===== src/rtl/usb_tx_byte_serializer_if.sv =====
// Byte handshake and line-side signals between the TX packet controller
// (master) and the USB TX byte serializer (slave).
interface usb_tx_byte_serializer_if;
    logic [7:0] tx_byte;
    logic       tx_byte_valid;
    logic       tx_byte_last;
    logic       tx_byte_ready;
    logic       tx_busy;
    logic       tx_error;
    logic       dp;
    logic       dm;

    modport master (
        output tx_byte, tx_byte_valid, tx_byte_last,
        input  tx_byte_ready, tx_busy, tx_error, dp, dm
    );

    modport slave (
        input  tx_byte, tx_byte_valid, tx_byte_last,
        output tx_byte_ready, tx_busy, tx_error, dp, dm
    );
endinterface


===== src/rtl/usb_tx_byte_serializer.sv =====
// USB TX byte serializer: shifts bytes out LSB first, inserts a stuffed 0
// after STUFF_LIMIT consecutive data 1s (run spans byte boundaries), NRZI
// encodes onto D+/D- and closes the packet with SE0 x2 bit periods + J.
module usb_tx_byte_serializer #(
    parameter int CLKS_PER_BIT = 4,
    parameter int STUFF_LIMIT  = 6
) (
    input  logic                           clk,
    input  logic                           rst,
    usb_tx_byte_serializer_if.slave        bus
);
    localparam int                CNT_W    = (CLKS_PER_BIT > 1) ? $clog2(CLKS_PER_BIT) : 1;
    localparam int                ONES_W   = $clog2(STUFF_LIMIT + 1);
    localparam logic [CNT_W-1:0]  CNT_MAX  = CNT_W'(CLKS_PER_BIT - 1);
    localparam logic [ONES_W-1:0] ONES_MAX = ONES_W'(STUFF_LIMIT);

    typedef enum logic [2:0] {
        S_IDLE,
        S_SHIFT,
        S_STUFF,
        S_EOP_SE0,
        S_EOP_J
    } state_e;

    state_e            state_q,    state_d;
    logic [CNT_W-1:0]  clk_cnt_q,  clk_cnt_d;
    logic [ONES_W-1:0] ones_cnt_q, ones_cnt_d;
    logic [2:0]        bit_idx_q,  bit_idx_d;
    logic [7:0]        shreg_q,    shreg_d;
    logic              last_q,     last_d;
    logic              byte_end_q, byte_end_d;   // pending stuff bit closes the byte
    logic              eop_cnt_q,  eop_cnt_d;    // SE0 bit period counter
    logic              dp_q,       dp_d;
    logic              dm_q,       dm_d;
    logic              busy_q,     busy_d;
    logic              ready_q,    ready_d;
    logic              error_q,    error_d;

    logic              boundary;
    logic              do_byte_end;
    logic [ONES_W-1:0] ones_next;

    // NRZI: a 0 swaps J<->K, a 1 holds the current line state.
    function automatic logic [1:0] nrzi(input logic bit_v, input logic cur_dp, input logic cur_dm);
        return bit_v ? {cur_dp, cur_dm} : {cur_dm, cur_dp};
    endfunction

    // Next-state, bit timing, stuffing and line encoding.
    always_comb begin
        // NOTE: every _d gets a hold/default value first so no path infers a latch.
        state_d     = state_q;
        ones_cnt_d  = ones_cnt_q;
        bit_idx_d   = bit_idx_q;
        shreg_d     = shreg_q;
        last_d      = last_q;
        byte_end_d  = byte_end_q;
        eop_cnt_d   = eop_cnt_q;
        dp_d        = dp_q;
        dm_d        = dm_q;
        busy_d      = busy_q;
        ready_d     = 1'b0;
        error_d     = 1'b0;
        do_byte_end = 1'b0;
        ones_next   = '0;

        boundary  = (clk_cnt_q == CNT_MAX);
        clk_cnt_d = (state_q == S_IDLE || boundary) ? '0 : clk_cnt_q + CNT_W'(1);

        case (state_q)
            S_IDLE: begin
                if (bus.tx_byte_valid) begin
                    state_d      = S_SHIFT;
                    shreg_d      = bus.tx_byte;
                    last_d       = bus.tx_byte_last;
                    bit_idx_d    = 3'd0;
                    ones_cnt_d   = '0;
                    busy_d       = 1'b1;
                    ready_d      = 1'b1;
                    {dp_d, dm_d} = nrzi(bus.tx_byte[0], dp_q, dm_q);
                end
            end
            S_SHIFT: begin
                if (boundary) begin
                    ones_next = shreg_q[0] ? ones_cnt_q + ONES_W'(1) : '0;
                    shreg_d   = shreg_q >> 1;
                    bit_idx_d = bit_idx_q + 3'd1;
                    if (ones_next == ONES_MAX) begin
                        state_d      = S_STUFF;
                        ones_cnt_d   = '0;
                        byte_end_d   = (bit_idx_q == 3'd7);
                        {dp_d, dm_d} = nrzi(1'b0, dp_q, dm_q);
                    end else begin
                        ones_cnt_d = ones_next;
                        if (bit_idx_q == 3'd7) begin
                            do_byte_end = 1'b1;
                        end else begin
                            {dp_d, dm_d} = nrzi(shreg_q[1], dp_q, dm_q);
                        end
                    end
                end
            end
            S_STUFF: begin
                if (boundary) begin
                    state_d = S_SHIFT;
                    if (byte_end_q) begin
                        do_byte_end = 1'b1;
                    end else begin
                        {dp_d, dm_d} = nrzi(shreg_q[0], dp_q, dm_q);
                    end
                end
            end
            S_EOP_SE0: begin
                if (boundary) begin
                    if (eop_cnt_q) begin
                        state_d   = S_EOP_J;
                        eop_cnt_d = 1'b0;
                        dp_d      = 1'b1;
                        dm_d      = 1'b0;
                    end else begin
                        eop_cnt_d = 1'b1;
                    end
                end
            end
            S_EOP_J: begin
                if (boundary) begin
                    state_d = S_IDLE;
                    busy_d  = 1'b0;
                end
            end
            default: begin
                state_d = S_IDLE;
            end
        endcase

        // End of bit7 (plus any stuff bit): finish the packet, chain the next
        // byte with no gap, or flag an underrun. The ones run is carried over.
        if (do_byte_end) begin
            if (last_q) begin
                state_d   = S_EOP_SE0;
                eop_cnt_d = 1'b0;
                dp_d      = 1'b0;
                dm_d      = 1'b0;
            end else if (bus.tx_byte_valid) begin
                state_d      = S_SHIFT;
                shreg_d      = bus.tx_byte;
                last_d       = bus.tx_byte_last;
                bit_idx_d    = 3'd0;
                ready_d      = 1'b1;
                {dp_d, dm_d} = nrzi(bus.tx_byte[0], dp_q, dm_q);
            end else begin
                state_d   = S_EOP_SE0;
                eop_cnt_d = 1'b0;
                error_d   = 1'b1;
                dp_d      = 1'b0;
                dm_d      = 1'b0;
            end
        end
    end

    // State and registered outputs; reset drops the line straight to J.
    always_ff @(posedge clk or posedge rst) begin
        if (rst) begin
            state_q    <= S_IDLE;
            clk_cnt_q  <= '0;
            ones_cnt_q <= '0;
            bit_idx_q  <= 3'd0;
            shreg_q    <= 8'h00;
            last_q     <= 1'b0;
            byte_end_q <= 1'b0;
            eop_cnt_q  <= 1'b0;
            dp_q       <= 1'b1;
            dm_q       <= 1'b0;
            busy_q     <= 1'b0;
            ready_q    <= 1'b0;
            error_q    <= 1'b0;
        end else begin
            // NOTE: non-blocking assignments so every flop samples pre-edge values.
            state_q    <= state_d;
            clk_cnt_q  <= clk_cnt_d;
            ones_cnt_q <= ones_cnt_d;
            bit_idx_q  <= bit_idx_d;
            shreg_q    <= shreg_d;
            last_q     <= last_d;
            byte_end_q <= byte_end_d;
            eop_cnt_q  <= eop_cnt_d;
            dp_q       <= dp_d;
            dm_q       <= dm_d;
            busy_q     <= busy_d;
            ready_q    <= ready_d;
            error_q    <= error_d;
        end
    end

    assign bus.tx_byte_ready = ready_q;
    assign bus.tx_busy       = busy_q;
    assign bus.tx_error      = error_q;
    assign bus.dp            = dp_q;
    assign bus.dm            = dm_q;
endmodule


===== src/flat_wrapper.sv =====
// flat-port wrapper written by rule: the top's interface ports become plain ports
module usb_tx_byte_serializer_flat 
#(
    parameter int CLKS_PER_BIT = 4,
    parameter int STUFF_LIMIT  = 6
)
  (clk, rst, bus_tx_byte, bus_tx_byte_valid, bus_tx_byte_last, bus_tx_byte_ready, bus_tx_busy, bus_tx_error, bus_dp, bus_dm);
  usb_tx_byte_serializer_if bus_i ();
  input  logic clk;
  input  logic rst;
  input wire logic [$bits(bus_i.tx_byte)-1:0] bus_tx_byte;
  input wire logic [$bits(bus_i.tx_byte_valid)-1:0] bus_tx_byte_valid;
  input wire logic [$bits(bus_i.tx_byte_last)-1:0] bus_tx_byte_last;
  output wire logic [$bits(bus_i.tx_byte_ready)-1:0] bus_tx_byte_ready;
  output wire logic [$bits(bus_i.tx_busy)-1:0] bus_tx_busy;
  output wire logic [$bits(bus_i.tx_error)-1:0] bus_tx_error;
  output wire logic [$bits(bus_i.dp)-1:0] bus_dp;
  output wire logic [$bits(bus_i.dm)-1:0] bus_dm;
  assign bus_i.tx_byte = bus_tx_byte;
  assign bus_i.tx_byte_valid = bus_tx_byte_valid;
  assign bus_i.tx_byte_last = bus_tx_byte_last;
  assign bus_tx_byte_ready = bus_i.tx_byte_ready;
  assign bus_tx_busy = bus_i.tx_busy;
  assign bus_tx_error = bus_i.tx_error;
  assign bus_dp = bus_i.dp;
  assign bus_dm = bus_i.dm;
  usb_tx_byte_serializer #(.CLKS_PER_BIT(CLKS_PER_BIT), .STUFF_LIMIT(STUFF_LIMIT)) u_core (.clk(clk), .rst(rst), .bus(bus_i));
endmodule

===== config.mk =====
export PLATFORM = sky130hd
export DESIGN_NAME = usb_tx_byte_serializer_flat
export DESIGN_NICKNAME = d
export VERILOG_FILES = /design/src/rtl/usb_tx_byte_serializer_if.sv /design/src/rtl/usb_tx_byte_serializer.sv /design/src/flat_wrapper.sv
export SDC_FILE = /design/constraint.sdc
export NUM_CORES = 1
export LEC_CHECK = 0
export BUFFER_PORTS_ARGS = -buffer_cell sky130_fd_sc_hd__buf_2
export CAP_MARGIN = 30
export CORE_MARGIN = 2
export CORE_UTILIZATION = 50
export DETAILED_ROUTE_END_ITERATION = 6
export GPL_TIMING_DRIVEN = 0
export PLACE_DENSITY = 0.8
export SLEW_MARGIN = 10
export SYNTH_ARGS = -nofsm -noshare
export SYNTH_HDL_FRONTEND = slang
export SYNTH_SLANG_ARGS = --single-unit

===== constraint.sdc =====
create_clock -name clk -period 2.7 [get_ports clk]
set_clock_uncertainty 0.15 [all_clocks]
set_input_delay 0.135 -clock clk [delete_from_list [all_inputs] [get_ports clk]]
set_output_delay 0.135 -clock clk [all_outputs]
set_load 0.1 [all_outputs]

[After elaboration in Yosys (flattened, before gate mapping)]
Index checks and enable logic that the tools add are counted.
Word-level totals
  register bits after elaboration: 27
  bits of input ports: 12
  output and inout port bits: 5
  word-level logic and storage cells: 131
Cells by class
  add/sub/neg operators: 3
  eq/ne operators: 21
  muxes and demuxes: 84
  reductions and logical operators: 10
Operators with widths (count)
  $mux 3: 18
  $mux 1: 48
  $mux 8: 5
  $ne 3x1->1 const B: 6
  $pmux 8 s2: 1
  $pmux 3 s5: 1
  $pmux 3 s2: 2
  $mux 2: 5
  $reduce_and 10->1: 1
  $eq 3x3->1 const B: 3
  $reduce_and 3->1: 3
  $pmux 1 s4: 2
  $reduce_and 7->1: 1
  $add 3x1->3 const B: 2
  $eq 3x2->1 const B: 2
  $ne 3x3->1 const B: 2
  $reduce_bool 5->1: 1
  $ne 2x1->1 const B: 2
  $ne 4x2->1 const B: 1
  $ne 4x4->1 const B: 1
  $pmux 1 s2: 2
  $reduce_bool 2->1: 2
  $eq 3x1->1 const B: 1
  $logic_not 3->1: 1
  other kinds (5): 5

[Longest topological paths before layout]
  depth in word-level cells: 8
  gate-level depth with buffers: 7
  mapped depth without buffers: 6

[Least setup slack after synthesis]
No wires, ideal clock.
  path kind: reg2reg
  from: register u_core.ones_cnt_q[0]
  to: register u_core.state_q[0]
  setup time: 0.128 ns
  arrival: 1.650 ns
  data required time: 2.422 ns
  path slack: 0.772 ns
  cell stages (with the launch flop): 7
  path buffers: 0
  clock period less this slack: 1.928 ns
  cell sequence: dfrtp_1 -> ha_1 -> nand3_1 -> or2_2 -> nand4_2 -> nand3_1 -> mux2_1
On the way
  longest elaborated chain between the ends: 8
  elaborated cells on any way between the ends: 15
  classes of those cells: 1 x add/sub; 8 x eq/ne; 5 x mux; 1 x reduce/logical
RTL lines
  start: declaration: line usb_tx_byte_serializer.sv:27  | logic [ONES_W-1:0] ones_cnt_q, ones_cnt_d;
  start signal: assignment: line usb_tx_byte_serializer.sv:180  | ones_cnt_q <= ones_cnt_d;
  $add 3x1->3 (*): line usb_tx_byte_serializer.sv:84  | ones_next = shreg_q[0] ? ones_cnt_q + ONES_W'(1) : '0;
  $mux 3 (*): line usb_tx_byte_serializer.sv:84
  $eq 3x3->1 (*): line usb_tx_byte_serializer.sv:87  | if (ones_next == ONES_MAX) begin
  $mux 1: line usb_tx_byte_serializer.sv:87
  $mux 1: line usb_tx_byte_serializer.sv:83  | if (boundary) begin
  $pmux 1 s2: line usb_tx_byte_serializer.sv:69  | case (state_q)
  $ne 3x1->1 (no source line) / $ne 3x2->1 (equally long branches)
  $reduce_and 7->1 (no source line)
  end signal: assignment: line usb_tx_byte_serializer.sv:178  | state_q <= state_d;
  end: declaration: line usb_tx_byte_serializer.sv:25  | state_e state_q, state_d;
Every way passes the cells marked *; elsewhere a longest branch is shown, timed or not.
A chain may end at the register's enable or synchronous reset.

[Worst setup path in the final report]
  from: register u_core.ones_cnt_q[0]
  to: register u_core.state_q[1]
The elaborated chain is that of the path after synthesis.

==> flow_summary.toml <==
[timing]
fmax_ghz = 0.460
final_hold_viol_count = 0
tns_ns = 0
finalSetupViolCount = 0
drv_slew = 0
tightest_slew_ns = 0.493
post-route-min-period_ns = 2.18
rsz0062_at_grt = "no"
slew_headroom_pct = 67.1
fin_crit_sh_pct = 80.6
whs_ns = 0.195

[place]
gp_congestion = 0.899
place_area_um2 = 1690
dp_hpwl_um = 2470
portBuffers = 16

[grt]
grtUsageTotal_pct = 21.4
grt_overflow = 0
grt_pass1_wl_um = 5800
grt_pass1_vias = 1292
grt_max_degree = 19
antenna_found_initial = 0

[clock_tree]
clock_latency_ns = 0.33
htreeDepth = 1
cts_tree = "yes"
cts_root_buf = "clkbuf_4"
post_cts_resize_count = 0
clock-sinks = 27
cts.clk_slew.worst_paths_ns = 0.15
cts_buffer_depth = 2
numCtsBuffers = 3

[power]
p_sw_share_pct = 45.1
clkPwrFrac_pct = 10.0
power_frac_comb_pct = 52.4
total_power_mw = 1.79
p_seq_share_pct = 37.6
ir_worst_vdd_v = 0.000694
power.switching_mw = 0.806
powerDensity_nw_per_um2 = 980
p_leak_nw = 0.828
intPower_mw = 0.982

[synthesis]
ys_seq_area_share_pct = 44.1
syn_area_per_cell_um2 = 10.2
synth_flop_cell = "dfrtp_1"
synth_cell_type_count = 46
ys_ff_latch = 27
synth_common_cells = "26 x dfrtp_1, 11 x nand2_1, 10 x o2bb2ai_1"
synth.most_common_cell = "dfrtp_1"
async_flop_share_pct = 100
syn_nets = 166
synth_edf_count = 0
synth_top_area_share_pct = 42.3
synthTopCellsByArea = "dfrtp_1 42%, o2bb2ai_1 5.7%, a22oi_1 4.4%"
synthCells = 150
syn_area_um2 = 1540
yosys.area.top_type = "dfrtp_1"
synth_warnings = 0

[floorplanning]
rows = 20
io_pins = 17
start_util_pct = 51.6
fp.dieW_um = 59.4
core_um2 = 2980
dieArea_um2 = 3530
die_height_um = 59.4

[cells_and_area]
diodes = 0
final_util_pct = 61.2
areaGrowthSynthToFinish_pct = 18.6
layout-drive-gt1-share_pct = 22.0
fin_nets = 199
fin_area_um2 = 1820

[outcome]
outcome = "completed"

[setup_path]
end_kind = "flip-flop"
path_delay_family = "compound AO/OA/AOI/OAI gates"
crit_required_ns = 2.78
path_max_fanout = 6
cpMaxStageDelayCell = "dfrtp_1"
cp_data_arrival_time_ns = 2.25
slowest_delay_ns = 0.46
path_buf_inv = 0
worstPathCellList = "ha_1, nand3_1, o211a_1, o21ai_2, o21ai_0, mux2_1"
startpoint_type = "flip-flop"
crit_type = "flip-flop to flip-flop"

[routing]
drt_iter0_drc = 64
first_pass_iters = 4
via_per_inst = 6.24
top_layer = "met4"
wl_met1_um = 1430
ant_nets = 0
met2_length_um = 1840
wl_met3_um = 186
wl_per_cell_um = 16.4
wirelength_um = 3520
vias = 1341
route.detailed.drc = 0

[run]
maxCapViolations = 0

[worst_hold_path]
hp-class = "primary input to asynchronous set/reset pin"
cells in the final DEF (no fill, tap or decap), types with 3 or more instances in the layout:
master,n
ha_1,4
nand3_1,5
dfrtp_1,26
nor2_1,6
nor3_1,4
mux2i_1,3
clkbuf_4,3
a21oi_1,4
buf_2,20
nand2b_1,3
inv_1,7
nand2_1,11
or3_1,3
dlygate4sd3_1,11
o2bb2ai_1,10
o21ai_0,7
a22oi_1,9
cells by family after synthesis:
kind of cell             after synthesis  synth area share, %
XOR/XNOR                               2                 1.14
AO/OA/AOI/OAI                         48                 24.5
buffers and inverters                 16                 5.21
adder cells (fa/ha/maj)                4                 3.26
multiplexers                           6                 4.15
AND/OR/NAND/NOR                       47                 17.7
flip-flops                            27                 44.1
per-layer routing:
| layer | GRT usage, % | up-vias |
|---|---|---|
| met4 | 5.19 | 0 |
| li1 | - | 622 |
| met5 | 0 | - |
| met1 | 27.2 | 645 |
| met2 | 38.1 | 62 |
| met3 | 3.06 | 12 |
worst paths after layout:
kind                       depth (start not counted)  slack (ns)                   to            startpoint
setup / recovery                                   6        0.52    u_core.state_q[1]  u_core.ones_cnt_q[0]
hold / removal                                     3        0.19    u_core.state_q[0]                   rst
setup reg to reg                                   6        0.52    u_core.state_q[1]  u_core.ones_cnt_q[0]
hold reg to reg                                    1        0.30  u_core.clk_cnt_q[0]   u_core.clk_cnt_q[0]
max in group asynchronous                          4        1.67        u_core.bus.dp                   rst
min in group clk                                   1        0.30  u_core.clk_cnt_q[0]   u_core.clk_cnt_q[0]
registers in the layout (all words and copies together), names as in the netlist, 2 cells and up:
signal             cells
u_core.clk_cnt_q       2
u_core.bit_idx_q       3
u_core.ones_cnt_q      3
u_core.shreg_q         8
u_core.state_q         3
what timing repair did:
item | CTS | global route
hold buffers | 11 | 0
setup buffers | 0 | 0
hold endpoints to repair | 36 | 0
stage by stage:
stage | setup slack [ns] | cells
after detailed placement | 0.573 | 200
after CTS | 0.544 | 215
after global placement | 0.661 | 199
after floorplan | 0.772 | 150
after global routing | 0.430 | 215
final | 0.525 | 215
cell type report:
class	count	area, µm²
plain buffers	9	53.8
clock buffers	3	22.5
clock inverters	1	5.00
fillers	220	1150
inverters	7	26.3
multi-input cells	107	779
flip-flops and latches	27	677
well taps	33	41.3
repair buffers	28	218
worst register-to-register path, delay by kind of cell, from the launching register on:
kind / cells / cell delay [ns]
multiplexers: 1 / 0.30
flip-flops: 1 / 0.46
AND/OR/NAND/NOR: 1 / 0.13
AO/OA/AOI/OAI: 3 / 0.69
adder cells (fa/ha/maj): 1 / 0.36
power groups by stage:
stage | registers [mW] | clock network, mW | logic [mW]
4_1_cts | 0.670 | 0.179 | 0.930
2_1_floorplan | 0.780 | 0 | 0.615
3_5_place_dp | 0.680 | 0 | 0.910
5_1_grt | 0.692 | 0.193 | 1.01
6_report | 0.672 | 0.178 | 0.937
3_3_place_gp | 0.667 | 0 | 0.872
(Power assumes the default switching activity.)
